==> src/rtl/serial_subtractor.sv <==
// Bit-serial subtractor: computes a - b - bin one bit per clock, LSB first, through
// a single full-subtractor cell, with a start/busy/done handshake and registered results.
module serial_subtractor #(
  parameter int unsigned WIDTH = 8
) (
  input  logic             clk,
  input  logic             rst_n,
  input  logic             start,
  input  logic [WIDTH-1:0] a,
  input  logic [WIDTH-1:0] b,
  input  logic             bin,
  output logic             busy,
  output logic             done,
  output logic [WIDTH-1:0] diff,
  output logic             bout
);

  localparam int unsigned CW = (WIDTH > 1) ? $clog2(WIDTH) : 1;
  localparam logic [CW-1:0] LAST = CW'(WIDTH - 1);

  typedef enum logic [1:0] {
    IDLE  = 2'd0,
    SHIFT = 2'd1,
    DONE  = 2'd2
  } state_t;

  state_t           state_q, state_d;
  logic [WIDTH-1:0] a_q, a_d;
  logic [WIDTH-1:0] b_q, b_d;
  logic [WIDTH-1:0] w_q, w_d;
  logic [WIDTH-1:0] diff_q, diff_d;
  logic [CW-1:0]    cnt_q, cnt_d;
  logic             br_q, br_d;
  logic             bout_q, bout_d;
  logic             busy_q, busy_d;
  logic             done_q, done_d;

  logic d_bit;
  logic br_nx;

  always_comb begin
    d_bit   = a_q[0] ^ b_q[0] ^ br_q;
    br_nx   = (~a_q[0] & b_q[0]) | (~(a_q[0] ^ b_q[0]) & br_q);

    state_d = state_q;
    a_d     = a_q;
    b_d     = b_q;
    w_d     = w_q;
    diff_d  = diff_q;
    cnt_d   = cnt_q;
    br_d    = br_q;
    bout_d  = bout_q;

    case (state_q)
      IDLE: begin
        if (start) begin
          a_d     = a;
          b_d     = b;
          br_d    = bin;
          cnt_d   = '0;
          state_d = SHIFT;
        end
      end
      SHIFT: begin
        w_d  = {d_bit, w_q[WIDTH-1:1]};
        a_d  = a_q >> 1;
        b_d  = b_q >> 1;
        br_d = br_nx;
        if (cnt_q == LAST) begin
          // counter parks on its last value rather than wrapping
          diff_d  = {d_bit, w_q[WIDTH-1:1]};
          bout_d  = br_nx;
          state_d = DONE;
        end else begin
          cnt_d = cnt_q + CW'(1);
        end
      end
      DONE: begin
        state_d = IDLE;
      end
      default: begin
        state_d = IDLE;
      end
    endcase

    busy_d = (state_d != IDLE);
    done_d = (state_d == DONE);
  end

  always_ff @(posedge clk or negedge rst_n) begin
    if (!rst_n) begin
      state_q <= IDLE;
      a_q     <= '0;
      b_q     <= '0;
      w_q     <= '0;
      diff_q  <= '0;
      cnt_q   <= '0;
      br_q    <= 1'b0;
      bout_q  <= 1'b0;
      busy_q  <= 1'b0;
      done_q  <= 1'b0;
    end else begin
      state_q <= state_d;
      a_q     <= a_d;
      b_q     <= b_d;
      w_q     <= w_d;
      diff_q  <= diff_d;
      cnt_q   <= cnt_d;
      br_q    <= br_d;
      bout_q  <= bout_d;
      busy_q  <= busy_d;
      done_q  <= done_d;
    end
  end

  assign busy = busy_q;
  assign done = done_q;
  assign diff = diff_q;
  assign bout = bout_q;

endmodule
==> config.mk <==
export PLATFORM = sky130hd
export DESIGN_NAME = serial_subtractor
export DESIGN_NICKNAME = d
export VERILOG_FILES = /design/src/rtl/serial_subtractor.sv
export SDC_FILE = /design/constraint.sdc
export NUM_CORES = 1
export LEC_CHECK = 0
export CAP_MARGIN = 20
export CORE_UTILIZATION = 60
export CTS_CLUSTER_DIAMETER = 80
export DETAILED_ROUTE_END_ITERATION = 8
export DONT_BUFFER_PORTS = 1
export PLACE_DENSITY = 0.79
export RECOVER_POWER = 100
export SYNTH_ARGS = -nofsm -noshare
export SYNTH_HDL_FRONTEND = slang
export SYNTH_SLANG_ARGS = --single-unit
==> constraint.sdc <==
create_clock -name clk -period 2.6 [get_ports clk]
set_input_delay 0.26 -clock clk [delete_from_list [all_inputs] [get_ports clk]]
set_output_delay 0.26 -clock clk [all_outputs]
set_load 0.1 [all_outputs]
Word level (Yosys, flattened, before mapping)

Cells that the tools add are included.

Logic and storage cells: 41
Bits of input ports: 20
Register bits after elaboration: 41
Output and inout bits: 11

Reduce and logical (&&, ||, !) cells: 6
Bitwise logic cells: 7
Eq/ne operators: 5
$add $sub $neg: 1
Muxes and demuxes: 12

Operators by type and width:

| cell                                                             | count |
|---|---|
| 8-bit case mux with 2 select lines                               | 2 |
| 8-bit two-way mux                                                | 2 |
| 3-bit two-way mux                                                | 2 |
| 3-bit case mux with 2 select lines                               | 1 |
| 2-bit two-way mux                                                | 2 |
| 2-bit != test (second input constant)                            | 2 |
| 2-bit case mux with 2 select lines                               | 1 |
| 2-bit AND reduction                                              | 2 |
| 2-bit nonzero test                                               | 2 |
| 3-bit by 1-bit adder with 3-bit output (second input constant)   | 1 |
| 3-bit == test (second input constant)                            | 1 |
| 3-bit AND reduction                                              | 1 |
| 1-bit bitwise AND                                                | 2 |
| 2-bit by 1-bit == test with 1-bit output (second input constant) | 1 |
| 2-bit == test (second input constant)                            | 1 |
| 2-bit zero test                                                  | 1 |
| 1-bit NOT                                                        | 2 |
| 1-bit case mux with 2 select lines                               | 1 |
| 1-bit bitwise XOR                                                | 2 |
| 1-bit two-way mux                                                | 1 |
| 1-bit OR                                                         | 1 |

Depth between registers and ports, before layout

Gate-level depths: netlist (run 1).

Depth in word-level cells: 5
Depth in mapped cells: 5
Depth with buffers taken out: 4

Worst setup path before layout (run 1)

No wires, ideal clock.

Kind: register to register
Start point: register cnt_q[0]
End point: register bout_q (netlist: bout)
Stages on the path, launching flop included: 6
Slack: 1.074 ns
Path buffers: 1
Period minus slack after synthesis: 1.526 ns
Data required time: 2.474 ns
Setup time: 0.126 ns
Arrival time: 1.400 ns
Cells stage by stage: dfrtp_1 ha_1 ha_1 nand3b_1 buf_4 mux2_2

Word-level cells in the longest chain between the ends: 2

Ends and longest elaborated chain:

| item                                 | RTL line | text |
|---|---|---|
| start: declaration                   | 32       | `logic [CW-1:0] cnt_q, cnt_d;` |
| start signal: assignment             | 108      | `cnt_q <= cnt_d;` |
| 3-bit == test                        | 69       | `if (cnt_q == LAST) begin` |
| 2-bit AND reduction (no source line) | n/a      |  |
| end signal: assignment               | 110      | `bout_q <= bout_d;` |
| end: declaration                     | 34       | `logic bout_q, bout_d;` |

No other way between the ends.
A chain may end at the register's enable or synchronous reset.

Worst setup path after layout (run 1)

Start point: register state_q[1]
End point: register diff_q[6] (netlist: diff[6])

Word-level cells in the longest chain between the ends: 2

Ends and longest elaborated chain:

| item                                     | RTL line | text |
|---|---|---|
| start: declaration                       | 27       | `state_t state_q, state_d;` |
| start signal: assignment                 | 103      | `state_q <= state_d;` |
| 2-bit by 1-bit == test with 1-bit output | 54       | `case (state_q)` |
| 2-bit AND reduction (no source line)     | n/a      |  |
| end signal: assignment                   | 107      | `diff_q <= diff_d;` |
| end: declaration                         | 31       | `logic [WIDTH-1:0] diff_q, diff_d;` |

No other way between the ends.

==> results.toml, run 1 <==
[critical_path]
cp.required_ns = 2.83
cp_cell_sequence = "clkbuf_1 -> nand3b_1 -> mux2_2"
cpMaxStageDelayCell = "clkbuf_1"
timing.rr.start = "state_q[1]$_DFF_PN0_"
crit_start = "state_q[1]$_DFF_PN0_"
crit_path_start_kind = "flop"
critPathKind = "reg -> reg"
path_max_fanout = 24
arrival_ns = 2.35
max_stage_delay_ns = 0.70
end_kind = "flop"

[sta]
clock_skew_ns = 0.007602
slew_headroom_pct = 36.10
period_share_pct = 81.33
slew_viol_final = 0
layout_setup_ws_ns = 0.4855
post-route-min-period_ns = 2.115
fin_tns_setup_ns = 0
hold_violations = 0
fmax_ghz = 0.4729
setup_violations = 0
rsz0062_at_grt = "no"
tightest_slew_ns = 0.9542

[placement]
pre_cts_slack_ns = 0.7365
gp_congestion = 0.7556
hpwl_um = 1806
portBuffers = 0
dp.cells = 166

[finish]
stdcell_count = 176
layout_common_cells = "dfrtp_1, inv_1, nor2_1, a222oi_1, mux2_2"
drive_gt1_share_pct = 19.31
final_common_cell = "dfrtp_1"
area_growth_pct = 2.968
diodes = 0
nets = 167
fill_cells = 208
utilization_pct = 65.54

[global_route]
grt-ovfl-total = 0
grt_usage_pct = 21.23
grt_pass1_wl_um = 5112
grt_pass1_vias = 1120
grt_max_degree = 41
antenna_found_initial = 0

[die]
die_w_um = 56.32
rows = 19
die_h_um = 56.32
dieArea_mm2 = 0.003172
start_util_pct = 63.65
num_io_pins = 31
coreArea_mm2 = 0.002781

[synthesis]
ys_types = 22
ys_ff_latch = 40
yosysSeqAreaShare_pct = 56.54
syn_area_mm2 = 0.001770
syn_area_per_cell_um2 = 12.38
syn_inst = 143
synth_nets = 166
synthFlopType = "dfrtp_1"
synthArstFlopShare_pct = 100.0
ys_warn_count = 0
synth-edff-count = 0

[detailed_routing]
vias_per_cell = 6.114
avgRoutedWirePerCell_um = 16.13
drc = 0
drt_iter0_drc = 84
postRouteAntennaNets = 0
drt-total-wl_um = 2839
routed-via-count = 1076
firstDrtPassIters = 8

[worst_hold_path]
hold_path.class = "in -> reg"
min_from = "start"

[clock_network]
clk_path_buf_depth = 2
cts_tree = "done"
cts_buffers = 5
htree_levels = 2
post-cts-setup-buffers = 0
clk_pin_slew_worst_paths_ns = 0.11
worst_skew_pair.late_latency_ns = 0.34
cts_root_buf = "clkbuf_4"
cts.sinks = 40

[run]
drv_cap = 0

[outcome]
status = "finished clean"
-- metrics by stage --
stage	instance area (um2)	hold WS [ns]
2_1_floorplan	1770	-0.03559
3_3_place_gp	1735	-0.03467
3_5_place_dp	1735	-0.03476
4_1_cts	1827	0.05337
5_1_grt	1823	0.07886
6_report	1823	0.06622
-- synthesized netlist by cell type (2+ instances only) --
cell type  instances  share of area (%)
a221o_1            3                1.7
a222oi_1          15                8.5
and3_1             3                1.1
buf_2              2               0.57
buf_4              3                1.3
buf_6              5                3.2
dfrtp_1           40                 57
ha_1               2                1.4
inv_1             23                4.9
mux2_2            14                8.9
mux2i_1            2                1.1
nand2_1            2               0.42
nand4bb_1          2                1.3
nor2_1            16                3.4
nor2b_1            3                1.1
o311ai_0           2               0.99
-- layout make-up --
class                           instances  area (um2)  share of cell area, %
Timing Repair Buffer                    4       41.29                  2.265
Tap cell                               31       38.79                  2.128
Multi-Input combinational cell         70       594.3                  32.60
Sequential cell                        40        1001                  54.91
Clock buffer                            6       51.30                  2.814
Clock inverter                          2       10.01                 0.5491
Inverter                               23       86.33                  4.736
-- logic make-up after synthesis --
group	synth area share (%)
compound gates	12.37
buf+inv	9.894
fa+ha+maj	2.544
simple gates	8.623
mux	10.04
flops	56.54
-- final timing paths --
path	end	slack, ns	cells past startpoint
hold / removal	b_q[7]$_DFFE_PN0P_	0.07	1
max in group asynchronous	a_q[2]$_DFFE_PN0P_	2.05	2
setup reg to reg	diff[6]$_DFFE_PN0P_	0.49	3
setup / recovery	diff[6]$_DFFE_PN0P_	0.49	3
min in group asynchronous	cnt_q[2]$_DFFE_PN0P_	0.36	2
hold reg to reg	a_q[7]$_DFFE_PN0P_	0.52	2
-- sequential cells by signal (all words and copies together), names as in the netlist --
signal / count
a_q: 8
state_q: 2
w_q: 7
cnt_q: 3
diff: 8
bout: 1
busy: 1
br_q: 1
done: 1
b_q: 8
-- per-layer routing --
layer | wire length, um | GRT usage [%]
met5 | 0 | 0
met4 | 47 | 7.317
met3 | 163 | 7.373
met2 | 1338 | 32.99
met1 | 1289 | 28.07
-- critical path: cells and delay by family (launching register included) --
| family | cells | cell delay [ns] |
|---|---|---|
| buffers and inverters | 1 | 0.70 |
| DFF | 1 | 0.37 |
| muxes | 1 | 0.40 |
| and+or+nand+nor | 1 | 0.53 |
-- what timing repair did --
item,CTS,global route
hold endpoints to repair,40,0
resized for setup,0,0
setup endpoints to repair,0,0
hold buffers,2,0
Power of run 1 is not shown: default switching activity piles up to over one toggle a cycle in this logic, so the estimate is an artifact.
==> run 2, diff against run 1 <==
clock period = 2.18 ns   (was 2.6 ns; I/O delays follow)
==> run 2 against run 1 <==
Register-to-register slack got worse by 0.18 ns. Hold slack worse by 0.027 ns. Sequential cell count is the same. Global-route usage down 0.63 points. Cell area shrank 1.2%. Clock-buffer cell count unchanged. Clock skew fell by 0.0026 ns. Via count up 3.2%. Non-clock buffer count up 2.
==> results.toml, run 2 (synthesized netlist as in run 1, its figures left out) <==
[outcome]
status = "finished clean"

[global_route]
grt_usage_pct = 20.60
grt_pass1_wl_um = 4919
grt_max_degree = 41
grt_pass1_vias = 1080
antenna_found_initial = 0
grt-ovfl-total = 0

[sta]
post-route-min-period_ns = 1.870
clock_skew_ns = 0.005050
period_share_pct = 85.80
whs_ns = 0.03961
tightest_slew_ns = 1.201
rsz0062_at_grt = "no"
setup_violations = 0
slew_viol_final = 0
hold_violations = 0
fin_tns_setup_ns = 0
slew_headroom_pct = 19.92
fmax_ghz = 0.5347

[detailed_routing]
vias_per_cell = 6.271
top_layer_used = "met4"
drc = 0
drt-total-wl_um = 2888
met3_length_um = 178
wl_met1_um = 1253
postRouteAntennaNets = 0
wl_met2_um = 1418
drt_iter0_drc = 92
routed-via-count = 1110
avgRoutedWirePerCell_um = 16.32
firstDrtPassIters = 6

[die]
die_h_um = 56.32
coreArea_mm2 = 0.002781
die_w_um = 56.32
dieArea_mm2 = 0.003172
rows = 19
num_io_pins = 31
start_util_pct = 63.65

[critical_path]
crit_path_start_kind = "flop"
cpMaxStageDelayCell = "nor2b_1"
max_stage_delay_ns = 0.60
timing.rr.start = "state_q[0]$_DFF_PN0_"
end_kind = "flop"
r2r_slack_ns = 0.31
crit_start = "state_q[0]$_DFF_PN0_"
cp.required_ns = 2.41
r2r_end = "w_q[6]$_DFFE_PN0P_"
reg2regPathDepth = 3
critPathKind = "reg -> reg"
cp_cell_sequence = "nor2b_1 -> buf_4 -> mux2_2"
arrival_ns = 2.10
path_max_fanout = 12

[worst_hold_path]
hold_path.class = "in -> reg"
min_from = "start"
hold-path-endpoint = "a_q[7]$_DFFE_PN0P_"
holdPathStages = 1

[clock_network]
cts_root_buf = "clkbuf_4"
clk_path_buf_depth = 2
clk_pin_slew_worst_paths_ns = 0.11
ctsResizeCount = 0
worst_skew_pair.late_latency_ns = 0.34
cts_tree = "done"
cts_buffers = 5
htree_levels = 2
cts.sinks = 40

[run]
drv_cap = 0

[finish]
diodes = 0
final_cell_area_mm2 = 0.001802
stdcell_count = 177
area_growth_pct = 1.767
nets = 169
layout_common_cells = "dfrtp_1, inv_1, nor2_1, a222oi_1, mux2_2"
final_common_cell = "dfrtp_1"
drive_gt1_share_pct = 17.81

[placement]
dp.cells = 168
gp_congestion = 0.7557
dpl_cell_area_mm2 = 0.001750
portBuffers = 0
hpwl_um = 1976
## run 2: cell types whose count changed in the layout (fill, tap and decap cells not counted), sizes merged
cell and delta:
clkbuf +2, clkinv -1
## run 2: final cells by class
type                            instances  area, um2
Timing Repair Buffer                    6      37.54
Tap cell                               31      38.79
Clock buffer                            6      41.29
Multi-Input combinational cell         70      591.8
Fill cell                             218      979.7
Sequential cell                        40       1001
Clock inverter                          1      5.005
Inverter                               23      86.33
## run 2: repair_timing
item                                   CTS  global route
endpoints found under the hold margin   40             0
setup buffers                            0             0
hold buffers                             2             0
setup endpoints to repair                0             0
## run 2: worst max-delay path: cells and delay by family (launching register included)
kind	cells	cell delay [ns]
buf+inv	1	0.28
flops	1	0.55
mux	1	0.34
simple gates	1	0.60
## run 2: how the worst max path moves through the flow
stage / to / slack [ns]
floorplan: bout$_DFFE_PN0P_ / 0.65
global placement: diff[0]$_DFFE_PN0P_ / 0.46
detailed placement: diff[3]$_DFFE_PN0P_ / 0.35
CTS: diff[3]$_DFFE_PN0P_ / 0.34
global route: w_q[1]$_DFFE_PN0P_ / 0.16
finish: w_q[6]$_DFFE_PN0P_ / 0.31
## run 2: metrics by stage
stage / worst slack (ns) / utilization (%)
after global placement: 0.4563 / 62.93
after floorplan: 0.6537 / -
after detailed placement: 0.3547 / 62.93
final: 0.3096 / 64.78
after global routing: 0.1619 / 64.78
after CTS: 0.3446 / 65.68
## run 2: metal layers
| layer | global-route usage [%] | vias to the layer above |
|---|---|---|
| met4 | 6.272 | 0 |
| met5 | 0 | - |
| li1 | - | 507 |
| met1 | 26.83 | 560 |
| met3 | 7.143 | 6 |
| met2 | 32.82 | 37 |
Power of run 2 is left out for the same reason.
